**config.mk**
```make
export PLATFORM = sky130hd
export DESIGN_NAME = lh_ootx_frame_ctrl
export DESIGN_NICKNAME = d
export VERILOG_FILES = /design/src/rtl/lh_ootx_frame_ctrl.sv
export SDC_FILE = /design/constraint.sdc
export NUM_CORES = 2
export LEC_CHECK = 0
export CORE_MARGIN = 2
export CORE_UTILIZATION = 50
export CTS_CLUSTER_DIAMETER = 120
export DETAILED_ROUTE_END_ITERATION = 10
export GPL_ROUTABILITY_DRIVEN = 0
export PLACE_DENSITY = 0.66
export SETUP_SLACK_MARGIN = 0.05
export SYNTH_ARGS = -nofsm -noshare
export SYNTH_HDL_FRONTEND = slang
export SYNTH_SLANG_ARGS = --single-unit
```
**constraint.sdc**
```tcl
create_clock -name clk_i -period 5.1 [get_ports clk_i]
set_input_delay 1.02 -clock clk_i [delete_from_list [all_inputs] [get_ports clk_i]]
set_output_delay 1.02 -clock clk_i [all_outputs]
set_load 0.01 [all_outputs]
```
**src/rtl/lh_ootx_frame_ctrl.sv**
```systemverilog
// OOTX receive-path frame controller: sequences length/payload/pad/CRC32 words,
// runs a bit-serial reflected CRC-32 and publishes verified frames from a ping-pong byte buffer.
module lh_ootx_frame_ctrl #(
    parameter int MAX_PAYLOAD = 64
) (
    input  logic        clk_i,
    input  logic        rst_i,
    input  logic [15:0] word_i,
    input  logic [7:0]  wordAddr_i,
    input  logic        wordValid_i,
    input  logic        frameAck_i,
    input  logic [7:0]  rdAddr_i,
    output logic [7:0]  rdData_o,
    output logic        frameValid_o,
    output logic [7:0]  frameLen_o,
    output logic        busy_o,
    output logic        statCrcErr_o,
    output logic        statDrop_o,
    output logic        statAbort_o
);

    localparam logic [31:0] CRC_POLY = 32'hEDB88320;
    localparam logic [7:0]  MAX_LEN  = 8'(MAX_PAYLOAD);

    typedef enum logic [2:0] {
        IDLE,
        PAYLOAD,
        CRC_LO,
        CRC_HI,
        CHECK
    } state_t;

    state_t      state_q, state_d;
    logic [7:0]  len_q, len_d;
    logic [7:0]  exp_q, exp_d;
    logic [31:0] crc_q, crc_d;
    logic [15:0] shift_q, shift_d;
    logic [4:0]  bitCnt_q, bitCnt_d;
    logic [31:0] rxCrc_q, rxCrc_d;
    logic        bank_q, bank_d;
    logic        frameValid_q, frameValid_d;
    logic [7:0]  frameLen_q, frameLen_d;
    logic [7:0]  rdData_q;
    logic        statCrcErr_q, statCrcErr_d;
    logic        statDrop_q, statDrop_d;
    logic        statAbort_q, statAbort_d;

    logic        engineBusy;
    logic        lenOk;
    logic        crcMatch;
    logic        startFrame;
    logic        wrLo, wrHi;
    logic [7:0]  wrIdxLo, wrIdxHi;

    // Both banks live in one array; the bank bit is the top address bit.
    logic [7:0]  mem [256];

    assign engineBusy = (bitCnt_q != 5'd0);
    assign lenOk      = (word_i[15:8] == 8'h00) && (word_i[7:0] != 8'h00) && (word_i[7:0] <= MAX_LEN);
    assign crcMatch   = ((crc_q ^ 32'hFFFF_FFFF) == rxCrc_q);
    assign wrIdxLo    = {~bank_q, wordAddr_i[6:0] - 7'd2};
    assign wrIdxHi    = {~bank_q, wordAddr_i[6:0] - 7'd1};

    always_comb begin
        state_d      = state_q;
        len_d        = len_q;
        exp_d        = exp_q;
        crc_d        = crc_q;
        shift_d      = shift_q;
        bitCnt_d     = bitCnt_q;
        rxCrc_d      = rxCrc_q;
        bank_d       = bank_q;
        frameValid_d = frameValid_q & ~frameAck_i;
        frameLen_d   = frameLen_q;
        statCrcErr_d = 1'b0;
        statDrop_d   = 1'b0;
        statAbort_d  = 1'b0;
        wrLo         = 1'b0;
        wrHi         = 1'b0;
        startFrame   = 1'b0;

        // One reflected CRC step per cycle, LSB of the queued bytes first.
        if (engineBusy) begin
            crc_d    = {1'b0, crc_q[31:1]} ^ ((crc_q[0] ^ shift_q[0]) ? CRC_POLY : 32'h0);
            shift_d  = {1'b0, shift_q[15:1]};
            bitCnt_d = bitCnt_q - 5'd1;
        end

        case (state_q)
            IDLE: begin
                if (wordValid_i && (wordAddr_i == 8'd0)) begin
                    if (lenOk) begin
                        startFrame = 1'b1;
                    end else begin
                        statAbort_d = 1'b1;
                    end
                end
            end
            CHECK: begin
                state_d = IDLE;
                if (!crcMatch) begin
                    statCrcErr_d = 1'b1;
                end else if (frameValid_q && !frameAck_i) begin
                    statDrop_d = 1'b1;
                end else begin
                    frameValid_d = 1'b1;
                    frameLen_d   = len_q;
                    bank_d       = ~bank_q;
                end
            end
            default: begin
                if (wordValid_i) begin
                    if (wordAddr_i != exp_q) begin
                        statAbort_d = 1'b1;
                        bitCnt_d    = 5'd0;
                        state_d     = IDLE;
                        if ((wordAddr_i == 8'd0) && lenOk) begin
                            startFrame = 1'b1;
                        end
                    end else if (engineBusy) begin
                        statAbort_d = 1'b1;
                        bitCnt_d    = 5'd0;
                        state_d     = IDLE;
                    end else begin
                        exp_d = exp_q + 8'd2;
                        if (state_q == PAYLOAD) begin
                            // The upper byte is payload unless it is the odd-length pad.
                            wrLo     = 1'b1;
                            wrHi     = (wordAddr_i <= len_q);
                            shift_d  = wrHi ? word_i : {8'h00, word_i[7:0]};
                            bitCnt_d = wrHi ? 5'd16 : 5'd8;
                            if (wordAddr_i >= len_q) begin
                                state_d = CRC_LO;
                            end
                        end else if (state_q == CRC_LO) begin
                            rxCrc_d[15:0] = word_i;
                            state_d       = CRC_HI;
                        end else begin
                            rxCrc_d[31:16] = word_i;
                            state_d        = CHECK;
                        end
                    end
                end
            end
        endcase

        if (startFrame) begin
            len_d    = word_i[7:0];
            exp_d    = 8'd2;
            crc_d    = 32'hFFFF_FFFF;
            bitCnt_d = 5'd0;
            state_d  = PAYLOAD;
        end
    end

    always_ff @(posedge clk_i) begin
        if (rst_i) begin
            state_q      <= IDLE;
            len_q        <= 8'h00;
            exp_q        <= 8'h00;
            crc_q        <= 32'hFFFF_FFFF;
            shift_q      <= 16'h0000;
            bitCnt_q     <= 5'd0;
            rxCrc_q      <= 32'h0;
            bank_q       <= 1'b0;
            frameValid_q <= 1'b0;
            frameLen_q   <= 8'h00;
            statCrcErr_q <= 1'b0;
            statDrop_q   <= 1'b0;
            statAbort_q  <= 1'b0;
        end else begin
            state_q      <= state_d;
            len_q        <= len_d;
            exp_q        <= exp_d;
            crc_q        <= crc_d;
            shift_q      <= shift_d;
            bitCnt_q     <= bitCnt_d;
            rxCrc_q      <= rxCrc_d;
            bank_q       <= bank_d;
            frameValid_q <= frameValid_d;
            frameLen_q   <= frameLen_d;
            statCrcErr_q <= statCrcErr_d;
            statDrop_q   <= statDrop_d;
            statAbort_q  <= statAbort_d;
        end
    end

    always_ff @(posedge clk_i) begin
        if (wrLo) begin
            mem[wrIdxLo] <= word_i[7:0];
        end
        if (wrHi) begin
            mem[wrIdxHi] <= word_i[15:8];
        end
    end

    // Reads only ever see the published bank.
    always_ff @(posedge clk_i) begin
        if (rst_i) begin
            rdData_q <= 8'h00;
        end else if (rdAddr_i < MAX_LEN) begin
            rdData_q <= mem[{bank_q, rdAddr_i[6:0]}];
        end else begin
            rdData_q <= 8'h00;
        end
    end

    assign rdData_o     = rdData_q;
    assign frameValid_o = frameValid_q;
    assign frameLen_o   = frameLen_q;
    assign busy_o       = (state_q != IDLE);
    assign statCrcErr_o = statCrcErr_q;
    assign statDrop_o   = statDrop_q;
    assign statAbort_o  = statAbort_q;

endmodule

```
==> impl_results.md <==
- Status: finished, final reports clean
- Netlist cell types: 60
- Post-CTS Repair Setup Buffers: 0
- Die Ht: 335 µm
- Vias in the first global route: 31,500
- Synth Instances: 4,141
- Syn_nets: 4,189
- Root Buffer Master: clkbuf_16
- Synth top area share: 56.1%
- GR Util All Layers: 26.5%
- Most frequent cell after synthesis: edfxtp_1
- Syn. warnings: 0
- Maxcap violations: 0
- Total CTS buffers: 118
- Post-CTS sizing: 0
- TritonCTS clock tree: yes
- Pwr/cell area: 339 nW/µm²
- Hold Fails Final Rpt: 0
- Leakage: 19.8 nW
- Slew Viols, Final: 0
- Clock Tree Buf Depth: 3
- Worst Setup End Kind: register
- Initial core utilization: 50.4%
- DR DRC count: 0
- VDD IR-drop max: 0.000289 V
- Avg Inst Size Synth: 13.2 µm²
- Worst skew pair latency: 0.72 ns
- First-pass GRT wire length: 218,000 µm
- Post-synth EDFFs: 1,024
- Clk pin slew, worst setup/hold paths: 0.06 ns
- Top cells by area, synth: edfxtp_1, mux2_2, mux4_2, clkbuf_1, dfxtp_1
- Final worst setup slack: 0.886 ns
- Io pins: 57
- Finish-stage setup viols: 0
- ANT nets after route: 0
- Leading cell types by count after synthesis: edfxtp_1, clkbuf_1, mux2_2
- Least-Margin Pin Slew: 1.26 ns
- RSZ-0062 raised after global routing: false
- Port bufs: 56
- Post-CTS Hold Buffers: 0
- Fmax: 0.237 GHz
- Placed Area: 55,500 µm²
- Antenna cells: 0
- Chip Width: 335 µm
- Net count, final: 3,632
- Core Rows: 121
- CP cell instances: clkdlybuf4s50_1, inv_1, ha_1, a21boi_0, xnor2_1, buf_4, nand2_1, nor3_2, nand3_1, mux2_2
- Total clock sinks: 1,148
- Via count: 32,100
- Sequential-to-total area share from yosys stat: 60.6%
- Pre-Repair DR Iteration Count: 5
- WP data arrival: 4.66 ns
- Wirelength per Cell: 29.2 µm
- DP HPWL: 92,600 µm
- Largest net degree at the start of global routing: 82
- Skew final: 0.0310 ns
- Total power: 20.1 mW
- Final worst path period share: 82.6%
- Rel. slew slack: 15.3%
- CP max-delay cell: nor3_2
- Req. time, crit path: 5.55 ns
- Post-synth top area cell: edfxtp_1
- CP Launch Type: input pin
- Post-synth ARST share: 0%
- Routed wire length: 149,000 µm
- Fill cells: 8,699
- Die area: 112,000 µm²
- Crit path largest cell delay: 0.65 ns
- H-tree Lvls: 3
- Initial DRC count: 3,789
- Top_reg_cell synth: edfxtp_1
- Setup TNS: 0 ns
- Vias per cell: 6.29
- Post-route design area: 59,200 µm²
- Min Tclk post-route: 4.21 ns
- Initial antenna violation count: 2
- #FFs+latches synth: 1,148
- DP Worst Slack: 0.250 ns
- Critical path type: in2reg
- GRT overflow: 0
- CP max FO: 10
- Core area: 109,000 µm²
- Layout cell share with drive strength beyond 1: 30.7%
- Synth Cell Area: 54,800 µm²
- Hold/Removal Path Class: reg2reg
- P&R area growth vs syn: 7.99%
## power breakdown
group	switching, mW	total, mW	internal [mW]
logic	0.880	1.39	0.511
registers	0.0138	10.3	10.2
clock network	3.65	8.45	4.80
total	4.55	20.1	15.6
## logic make-up (layout without fill, tap and decap cells)
kind of cell	after synthesis	after routing	share of synthesized area [%]
xor+xnor	69	69	1.10
fa+ha+maj	12	12	0.274
compound gates	316	316	3.90
buf+inv	984	529	6.77
simple gates	707	707	5.98
mux	905	905	21.4
flops	1148	1148	60.6
## cell type report
type / instances / area, µm² / share of cell area, %
repair buffers: 289 / 2430 / 4.11
clock buffers: 168 / 3270 / 5.52
flip-flops and latches: 1148 / 33200 / 56.1
multi-input cells: 2009 / 18000 / 30.3
clock inverters: 54 / 474 / 0.801
well taps: 1414 / 1770 / 2.99
inverters: 18 / 67.6 / 0.114
## per-layer routing
layer,track usage (%),routed length [µm]
met2,42.6,70900
met5,0,13
met1,36.7,60000
met3,4.42,13000
met4,9.45,5170
## cell usage in the layout (no fill, tap or decap), types with 18 or more instances in the layout
master,synthesis,final
inv_1,18,18
xnor2_1,52,52
mux2i_1,224,224
mux2_2,521,521
nand2_1,158,158
nand3_1,177,177
nand4_1,33,33
clkdlybuf4s50_1,0,37
dfxtp_1,124,124
clkinv_2,0,25
a21oi_1,82,81
mux4_2,160,160
nor3_1,52,51
o21ai_0,21,21
a22oi_1,136,136
buf_4,0,232
clkbuf_16,0,119
clkbuf_1,922,38
edfxtp_1,1024,1024
nor2_1,217,215
## flip-flops by register name (all words and copies together), names as in the netlist, 5 cells and up
name and cells:
rdData_o 8, len_q 8, bitCnt_q 5, frameLen_o 8, exp_q 7, rxCrc_q 32, crc_q 32, mem 1024
shift_q 16
## path summary, 6_finish.rpt
| path | end | startpoint | slack [ns] | cells after the start |
|---|---|---|---|---|
| setup / recovery | mem[49][4] | wordAddr_i[1] | 0.89 | 10 |
| hold / removal | len_q[7] | len_q[7] | 0.47 | 2 |
| setup reg to reg | mem[40][2] | bitCnt_q[0] | 1.35 | 8 |
| hold reg to reg | len_q[7] | len_q[7] | 0.47 | 2 |
## critical path: cells and delay by family
family	cells	cell delay [ns]
fa+ha+maj	1	0.25
compound gates	1	0.17
mux	1	0.41
simple gates	3	1.29
xor+xnor	1	0.48
buf+inv	3	1.03
## metrics by stage
stage / instances / util [%] / hold WS, ns
after floorplan: 4141 / - / 0.434
after CTS: 5100 / 54.4 / 0.470
after detailed placement: 4878 / 51.0 / 0.461
after global placement: 4878 / 51.0 / 0.455
after global routing: 5100 / 54.4 / 0.505
final: 5100 / 54.4 / 0.469
No activity file was read; power rests on OpenSTA's default activity.
